$ cat src/rtl/prog_sequencer.sv
// prog_sequencer: fetches instructions from a 1-cycle ROM and runs them on the control unit via Run/Done.
// Optional single-step mode (Step/Paused ports, PAUSE state) enabled by defining SEQ_SINGLE_STEP_EN.
module prog_sequencer #(
    parameter int PC_W    = 4,
    parameter int DATA_W  = 8,
    parameter int TIMEOUT = 15
) (
    input  logic              clk,
    input  logic              reset,
    input  logic              Start,
    output logic [PC_W-1:0]   rom_addr,
    input  logic [7:0]        rom_data,
    output logic              Run,
    output logic [1:0]        Fun,
    output logic [1:0]        Rx,
    output logic [1:0]        Ry,
    input  logic              Done,
    output logic [DATA_W-1:0] Din,
    output logic              Busy,
    output logic              Halted,
    output logic              Error
`ifdef SEQ_SINGLE_STEP_EN
    ,
    input  logic              Step,
    output logic              Paused
`endif
);
    localparam int CNT_W = $clog2(TIMEOUT + 1);

    typedef enum logic [3:0] {
        IDLE, FETCH, DECODE, FETCH_IMM, LATCH_IMM, ISSUE,
        WAIT_HI, WAIT_LO, NEXT, HALTED, ERROR, PAUSE
    } state_t;

    state_t            r_state, w_next;
    logic [PC_W-1:0]   r_pc;
    logic [CNT_W-1:0]  r_cnt, w_cnt_nx;
    logic [1:0]        r_fun, r_rx, r_ry;
    logic [DATA_W-1:0] r_din;
    logic              r_halt, r_wrap;
    logic              w_accept, w_load, w_to, w_end, w_adv, w_count;

    assign w_accept = (r_state == IDLE || r_state == HALTED || r_state == ERROR) && Start;
    assign w_load   = rom_data[7:6] == 2'b00;
    assign w_cnt_nx = r_cnt + 1'b1;
    assign w_to     = w_cnt_nx == CNT_W'(TIMEOUT);
    // r_wrap marks a Load at the last address whose immediate came from address 0
    assign w_end    = r_halt | (&r_pc) | r_wrap;
    assign w_count  = (r_state == WAIT_HI && !Done) || (r_state == WAIT_LO && Done);
`ifdef SEQ_SINGLE_STEP_EN
    assign w_adv    = r_state == PAUSE && Step;
`else
    assign w_adv    = r_state == NEXT && !w_end;
`endif
    assign rom_addr = r_pc;
    assign Fun      = r_fun;
    assign Rx       = r_rx;
    assign Ry       = r_ry;
    assign Din      = r_din;

    always_ff @(posedge clk) begin
        if (!reset) r_state <= IDLE;
        else        r_state <= w_next;
    end

    always_comb begin
        w_next = r_state;
        case (r_state)
            IDLE, HALTED, ERROR: w_next = Start ? FETCH : r_state;
            FETCH:               w_next = DECODE;
            DECODE:              w_next = w_load ? FETCH_IMM : ISSUE;
            FETCH_IMM:           w_next = LATCH_IMM;
            LATCH_IMM:           w_next = ISSUE;
            ISSUE:               w_next = WAIT_HI;
            WAIT_HI:             w_next = Done ? WAIT_LO : (w_to ? ERROR : WAIT_HI);
            WAIT_LO:             w_next = !Done ? NEXT : (w_to ? ERROR : WAIT_LO);
`ifdef SEQ_SINGLE_STEP_EN
            NEXT:                w_next = w_end ? HALTED : PAUSE;
            PAUSE:               w_next = Step ? FETCH : PAUSE;
`else
            NEXT:                w_next = w_end ? HALTED : FETCH;
`endif
            default:             w_next = IDLE;
        endcase
    end

    always_comb begin
        Run    = r_state == ISSUE;
        Busy   = !(r_state == IDLE || r_state == HALTED || r_state == ERROR);
        Halted = r_state == HALTED;
        Error  = r_state == ERROR;
`ifdef SEQ_SINGLE_STEP_EN
        Paused = r_state == PAUSE;
`endif
    end

    always_ff @(posedge clk) begin
        if (!reset) begin
            r_pc   <= '0;
            r_cnt  <= '0;
            r_fun  <= '0;
            r_rx   <= '0;
            r_ry   <= '0;
            r_din  <= '0;
            r_halt <= 1'b0;
            r_wrap <= 1'b0;
        end else begin
            r_cnt <= w_count ? w_cnt_nx : '0;
            if (w_accept) begin
                r_pc   <= '0;
                r_wrap <= 1'b0;
            end else if (r_state == DECODE && w_load) begin
                r_pc   <= r_pc + 1'b1;
                r_wrap <= &r_pc;
            end else if (w_adv) begin
                r_pc   <= r_pc + 1'b1;
            end
            if (r_state == DECODE) begin
                r_fun  <= rom_data[7:6];
                r_rx   <= rom_data[5:4];
                r_ry   <= rom_data[3:2];
                r_halt <= rom_data[1];
            end
            if (r_state == LATCH_IMM) r_din <= rom_data[DATA_W-1:0];
        end
    end
endmodule
$ cat config.mk
export PLATFORM = sky130hd
export DESIGN_NAME = prog_sequencer
export DESIGN_NICKNAME = d
export VERILOG_FILES = /design/src/rtl/prog_sequencer.sv
export SDC_FILE = /design/constraint.sdc
export NUM_CORES = 1
export LEC_CHECK = 0
export CAP_MARGIN = 10
export CORE_ASPECT_RATIO = 1.25
export CORE_UTILIZATION = 44
export CTS_CLUSTER_DIAMETER = 30
export CTS_CLUSTER_SIZE = 40
export DETAILED_ROUTE_END_ITERATION = 8
export PLACE_DENSITY = 0.79
export SLEW_MARGIN = 20
export SYNTH_ARGS = -nofsm -noshare
export SYNTH_HDL_FRONTEND = slang
export SYNTH_SLANG_ARGS = --single-unit
$ cat constraint.sdc
create_clock -name clk -period 1.5 [get_ports clk]
set_clock_uncertainty 0.05 [all_clocks]
set_input_delay 0.15 -clock clk [delete_from_list [all_inputs] [get_ports clk]]
set_output_delay 0.15 -clock clk [all_outputs]
set_load 0.01 [all_outputs]
Yosys cells after proc, flatten, opt, wreduce, memory -nomap -nowiden
Cells that the tools add are included.
{"block": "word_totals", "out_inout_bits": 22, "input_bits": 12, "reg_bits": 28}
{"block": "classes", "n_addsub": 2, "reduce_logical": 18, "n_eq_ne": 12, "bitwise_logic": 3, "muxes": 10}
{"operator": "$pmux W4 S9", "n": 1}
{"operator": "$mux W4", "n": 8}
{"operator": "$eq A4 B3 Y1 const B", "n": 4}
{"operator": "$eq A4 B4 Y1 const B", "n": 4}
{"operator": "$add A4 B1 Y4 const B", "n": 2}
{"operator": "$eq A4 B2 Y1 const B", "n": 2}
{"operator": "$logic_and A1 B1 Y1", "n": 5}
{"operator": "$eq A4 B1 Y1 const B", "n": 1}
{"operator": "$logic_not A4 Y1", "n": 1}
{"operator": "$reduce_and A4 Y1", "n": 1}
{"operator": "$logic_not A1 Y1", "n": 3}
{"operator": "$logic_or A1 B1 Y1", "n": 3}
{"operator": "$mux W3", "n": 1}
{"operator": "$reduce_or A3 Y1", "n": 1}
{"operator": "$logic_not A2 Y1", "n": 1}
{"operator": "$ne A2 B2 Y1 const B", "n": 1}
{"operator": "$or A1 B1 Y1", "n": 2}
{"operator": "$reduce_and A2 Y1", "n": 1}
{"operator": "$reduce_bool A2 Y1", "n": 1}
{"operator": "$reduce_or A2 Y1", "n": 1}
{"operator": "$not A1 Y1", "n": 1}

Logic depth before layout (Yosys ltp)
{"block": "depth", "word_depth": 7, "ltp_mapped": 6, "ltp_nobuf": 6}

Worst setup path after synthesis
OpenSTA, ideal clock, no wires.
{"block": "synth_timing", "path_kind": "register to register", "from": "register r_pc[0], in the netlist rom_addr[0]", "to": "register r_pc[1], in the netlist rom_addr[1]", "slack_ns": -0.050, "setup_ns": 0.121, "required_time_ns": 1.329, "path_buffers": 0, "arrival_time_ns": 1.379, "stages_incl_launch_ff": 7, "cell_sequence": "dfxtp_1 -> ha_1 -> a311oi_1 -> a31oi_1 -> nand2b_4 -> mux2i_1 -> nor2_1"}
{"block": "synth_via", "elab_chain_len": 6, "word_cells_on_any_way": 9, "classes_between": "add/sub: 1; mux: 2; bitwise: 2; reduce/logical: 4"}
{"item": "start: declaration", "line": "36", "text": "logic [PC_W-1:0] r_pc;"}
{"item": "start signal: assignment", "line": "113", "text": "r_pc <= r_pc + 1'b1;"}
{"item": "start signal: assignment", "line": "116", "text": "r_pc <= r_pc + 1'b1;"}
{"item": "parallel branches: the longest is 6 deep, another holds $add A4 B1 Y4"}
Several ways; the timed one is not identified. The select of a mux whose other input is x is not followed.
A chain may end at the register's enable or synchronous reset.

Final worst setup path
{"block": "layout_timing", "from": "register r_state[0]", "to": "output port Busy"}
{"block": "layout_via", "elab_chain_len": 4, "word_cells_on_any_way": 6, "classes_between": "eq/ne: 2; reduce/logical: 4"}
{"item": "start: declaration", "line": "35", "text": "state_t r_state, w_next;"}
{"item": "start signal: assignment", "line": "63", "text": "else r_state <= w_next;"}
{"item": "$eq A4 B4 Y1 / $logic_not A4 Y1 (equally long branches)", "line": "89", "text": "Busy = !(r_state == IDLE || r_state == HALTED || r_state == ERROR);"}
{"item": "$logic_or A1 B1 Y1", "line": "89"}
{"item": "$logic_or A1 B1 Y1 *", "line": "89"}
{"item": "$logic_not A1 Y1 *", "line": "89"}
{"item": "end: declaration", "line": "19", "text": "output logic Busy,"}
Every way passes the cells marked *; elsewhere a longest branch is shown, timed or not.

==> results summary <==
The relative max-transition margin came out at 74.18%. The floorplan die height is 65.77 um. The number of nets in the final layout is 247.

The via count of the first global-routing pass is 1438. The biggest cell delay along the critical path is 0.40 ns. The category of the critical setup timing path is register to output port. Subtracting the final worst setup slack from the clock period gives 1.556 ns.

The synthesized instance count is 168. In this run, the number of DRC markers left after iteration 0 of detailed routing was 24. The transition time at the pin with the least slew margin came out at 0.3845 ns. The clock edge transition at the registers on the reported setup and hold paths is 0.15 ns.

TritonCTS built the clock tree. The count of inserted antenna diode cells came out at 0. In this run the deepest clock path goes through 2 buffers. Synthesis inferred 28 register bits. The worst path uses 103.7% of the clock period. In this run, distinct cell masters in the synthesized netlist total 46. On the critical path, the stage with the largest delay is an instance of dfxtp_4. The most common cell in the synthesized netlist is nand2_1. The remaining antenna violation count is 0. The floorplan has 22 rows.

The number of enable flip-flop cells after synthesis is 0. The number of nets produced by synthesis is 183. The worst register-to-register path has a depth of 6.

Power spread over the standard cell area amounts to 966.9 nW/um2. The end of the worst register-to-register path is r_state[3]$_SDFFE_PN0P_. The number of optimization iterations in the first detailed-route pass is 4. The maximum clock frequency is 0.6428 GHz.

In the synthesized netlist, the cells that appear most often are 37 x nand2_1, 28 x dfxtp_1, 16 x nor2_1, 15 x a21boi_0. The run finished, with violations left. The share of the Yosys chip area taken by registers is 39.16%. The capturing instance or port of the critical path is Busy. The utilization after layout is 72.77%. The largest total area in the synthesized netlist belongs to dfxtp_1. The signed area change from the synthesized netlist to the final layout came out at 53.93%. The critical path launch point type is a register. The starting utilization of the core area is 47.27%. The number of input and output port buffers inserted is 33. The path class of the tightest hold or removal check is input pin to register. The cell family contributing the most delay on the critical path is flip-flops. The floorplan die width is 53.02 um.

The signal arrival time at the worst endpoint came out at 1.36 ns. The max-slew violation count came to 0. The pin count of the biggest net entering global routing came out at 17. Counting both buffers and inverters, the worst setup path holds a total of 1. The congestion estimate from routability-driven global placement came to 0.8192. Global routing consumed, over all layers together, 23.68% of the routing resources. For this design the top-level I/O count stands at 34.

The full die area came out at 3487 um2. The number of synthesis warnings came out at 0. The required time of the critical path came out at 1.30 ns. The placeable core region came out at 3028 um2. The sum of routed wire length over all layers came out at 3738 um. Sorting the synthesized cells by area gives the leading types as dfxtp_1 39%, nand2_1 9.7%, a21boi_0 7.9%, nor2_1 4.2%, xnor2_1 3.1%.

The share of cells above drive strength 1 came out at 34.63%. The total power of the final layout is 2.130 mW. For the worst-skew pair, the clock arrives at the later sink with an insertion delay of 0.32 ns.

Using the TritonRoute via totals, the vias-per-cell ratio works out to 5.371. The worst setup path is captured at an output port. The number of cells on the critical path is 4. The number of clock sinks seen by CTS came out at 28.

The synthesized area per cell is 8.520 um2. The signal on the critical path passes through or2_4, mux2i_1, nand2b_1, buf_2. Detailed placement finished with a half-perimeter wire length of 2634 um. The wire length of the first global-routing pass came out at 6210 um. Setup violations remaining at the end of the flow were counted as 3. The area fraction of the dominant cell type after synthesis is 39.16%. Setup repair after global routing could not meet its margin everywhere. The worst setup slack after layout is -0.05567 ns. The number of hold violations in the final report is 0.

The initial antenna violation count came out at 0. The routed wirelength normalized by instance count came out at 14.00 um. The total CTS buffers is 3.

The post-synthesis instance area came out at 1431 um2. The critical path startpoint is r_state[0]$_SDFFE_PN0P_. The async set-or-reset flop fraction in the synthesized netlist came out at 0%.

The pre-CTS setup slack came out at -0.1377 ns. The static leakage power came out at 0.8640 nW. Clock tree synthesis selected as its root buffer the cell clkbuf_4. In this run the worst path has a maximum fanout of 5.

The final reports fail on negative setup slack. VDD sags by at most 0.9123 mV. The via total after detailed routing came out at 1434. The worst register-to-register path begins at r_cnt[0]$_SDFF_PN0_.

The DRC violation count after routing came out at 0. The total global routing overflow is 0. The top flip-flop cell by instance count after synthesis is dfxtp_1. The CTS H-tree depth is 1.

The setup slack on the worst flop-to-flop path is -0.04 ns. The setup TNS after final layout came out at -0.1015 ns. The number of maximum-capacitance constraint violations is 0. The worst hold margin is 0.3356 ns.
==> cells by family (layout without fill, tap and decap cells) <==
group / Yosys count / count (layout) / share of synthesized area (%)
AND/OR/NAND/NOR: 79 / 79 / 27.89
AO/OA/AOI/OAI: 34 / 34 / 17.66
flip-flops: 28 / 28 / 39.16
buffers and inverters: 13 / 76 / 5.594
XOR/XNOR: 8 / 8 / 4.895
adder cells (fa/ha/maj): 4 / 4 / 3.409
multiplexers: 2 / 2 / 1.399
==> sequential cells by signal, indices dropped and copies added, names as in the netlist, 2 cells and up <==
register / flops
rom_addr: 4
Din: 8
r_state: 4
Ry: 2
Rx: 2
r_cnt: 4
Fun: 2
==> layout by cell type (no fill, tap or decap), types with 4 or more instances in the layout <==
cell type        count
a21boi_0            12
a21oi_1              5
buf_4               32
clkdlybuf4s50_1     24
dfxtp_1             18
dfxtp_2              5
dfxtp_4              5
dlygate4sd2_1        4
nand2_1             36
nor2_1              15
xnor2_1              4
==> how the worst min path moves through the flow <==
stage                   startpoint                   to  slack (ns)  cells after the start
2_1_floorplan          rom_data[4]  Din[4]$_SDFFE_PN0P_        0.24                      2
3_3_place_gp   Din[5]$_SDFFE_PN0P_  Din[5]$_SDFFE_PN0P_        0.40                      2
3_5_place_dp    Rx[0]$_SDFFE_PN0P_   Rx[0]$_SDFFE_PN0P_        0.41                      2
4_1_cts                rom_data[0]  Din[0]$_SDFFE_PN0P_        0.32                      3
5_1_grt                rom_data[0]  Din[0]$_SDFFE_PN0P_        0.33                      3
6_report               rom_data[0]  Din[0]$_SDFFE_PN0P_        0.34                      3
==> tightest hold or removal path, delay by kind of cell <==
| family | cells | cell delay (ns) |
|---|---|---|
| buffers and inverters | 1 | 0.41 |
| AND/OR/NAND/NOR | 1 | 0.06 |
| AO/OA/AOI/OAI | 1 | 0.07 |
==> metrics by stage <==
step | instance area, um2 | cells
finish | 2203 | 267
global route | 2203 | 267
CTS | 2120 | 266
detailed placement | 1994 | 260
global placement | 1994 | 260
floorplan | 1443 | 168
==> where the power goes <==
| part | switching, mW | internal (mW) | leakage (nW) |
|---|---|---|---|
| Sequential | 0.0572 | 0.799 | 0.233 |
| Clock | 0.219 | 0.270 | 0.0279 |
| Combinational | 0.376 | 0.409 | 0.603 |
==> routing by layer <==
layer,wire length (um),vias to the layer above,GRT usage [%]
met4,49,0,6.908
met5,0,-,0
li1,-,706,-
met2,1974,38,45.25
met3,177,6,2.759
met1,1536,684,26.27
==> final cells by class <==
type,instances,area [um2]
Multi-Input combinational cell,127,923.4
Fill cell,223,824.5
Sequential cell,28,585.6
Timing Repair Buffer,67,570.5
Tap cell,36,45.04
Clock inverter,1,30.03
Inverter,5,26.28
Clock buffer,3,22.52
==> what timing repair did <==
item	CTS	global route
buffers inserted	3	1
endpoints found under the setup margin	20	28
pin swaps	11	5
cloned	0	0
gates resized for setup	38	24
hold buffers	0	0
No activity file was read; power rests on OpenSTA's default activity.
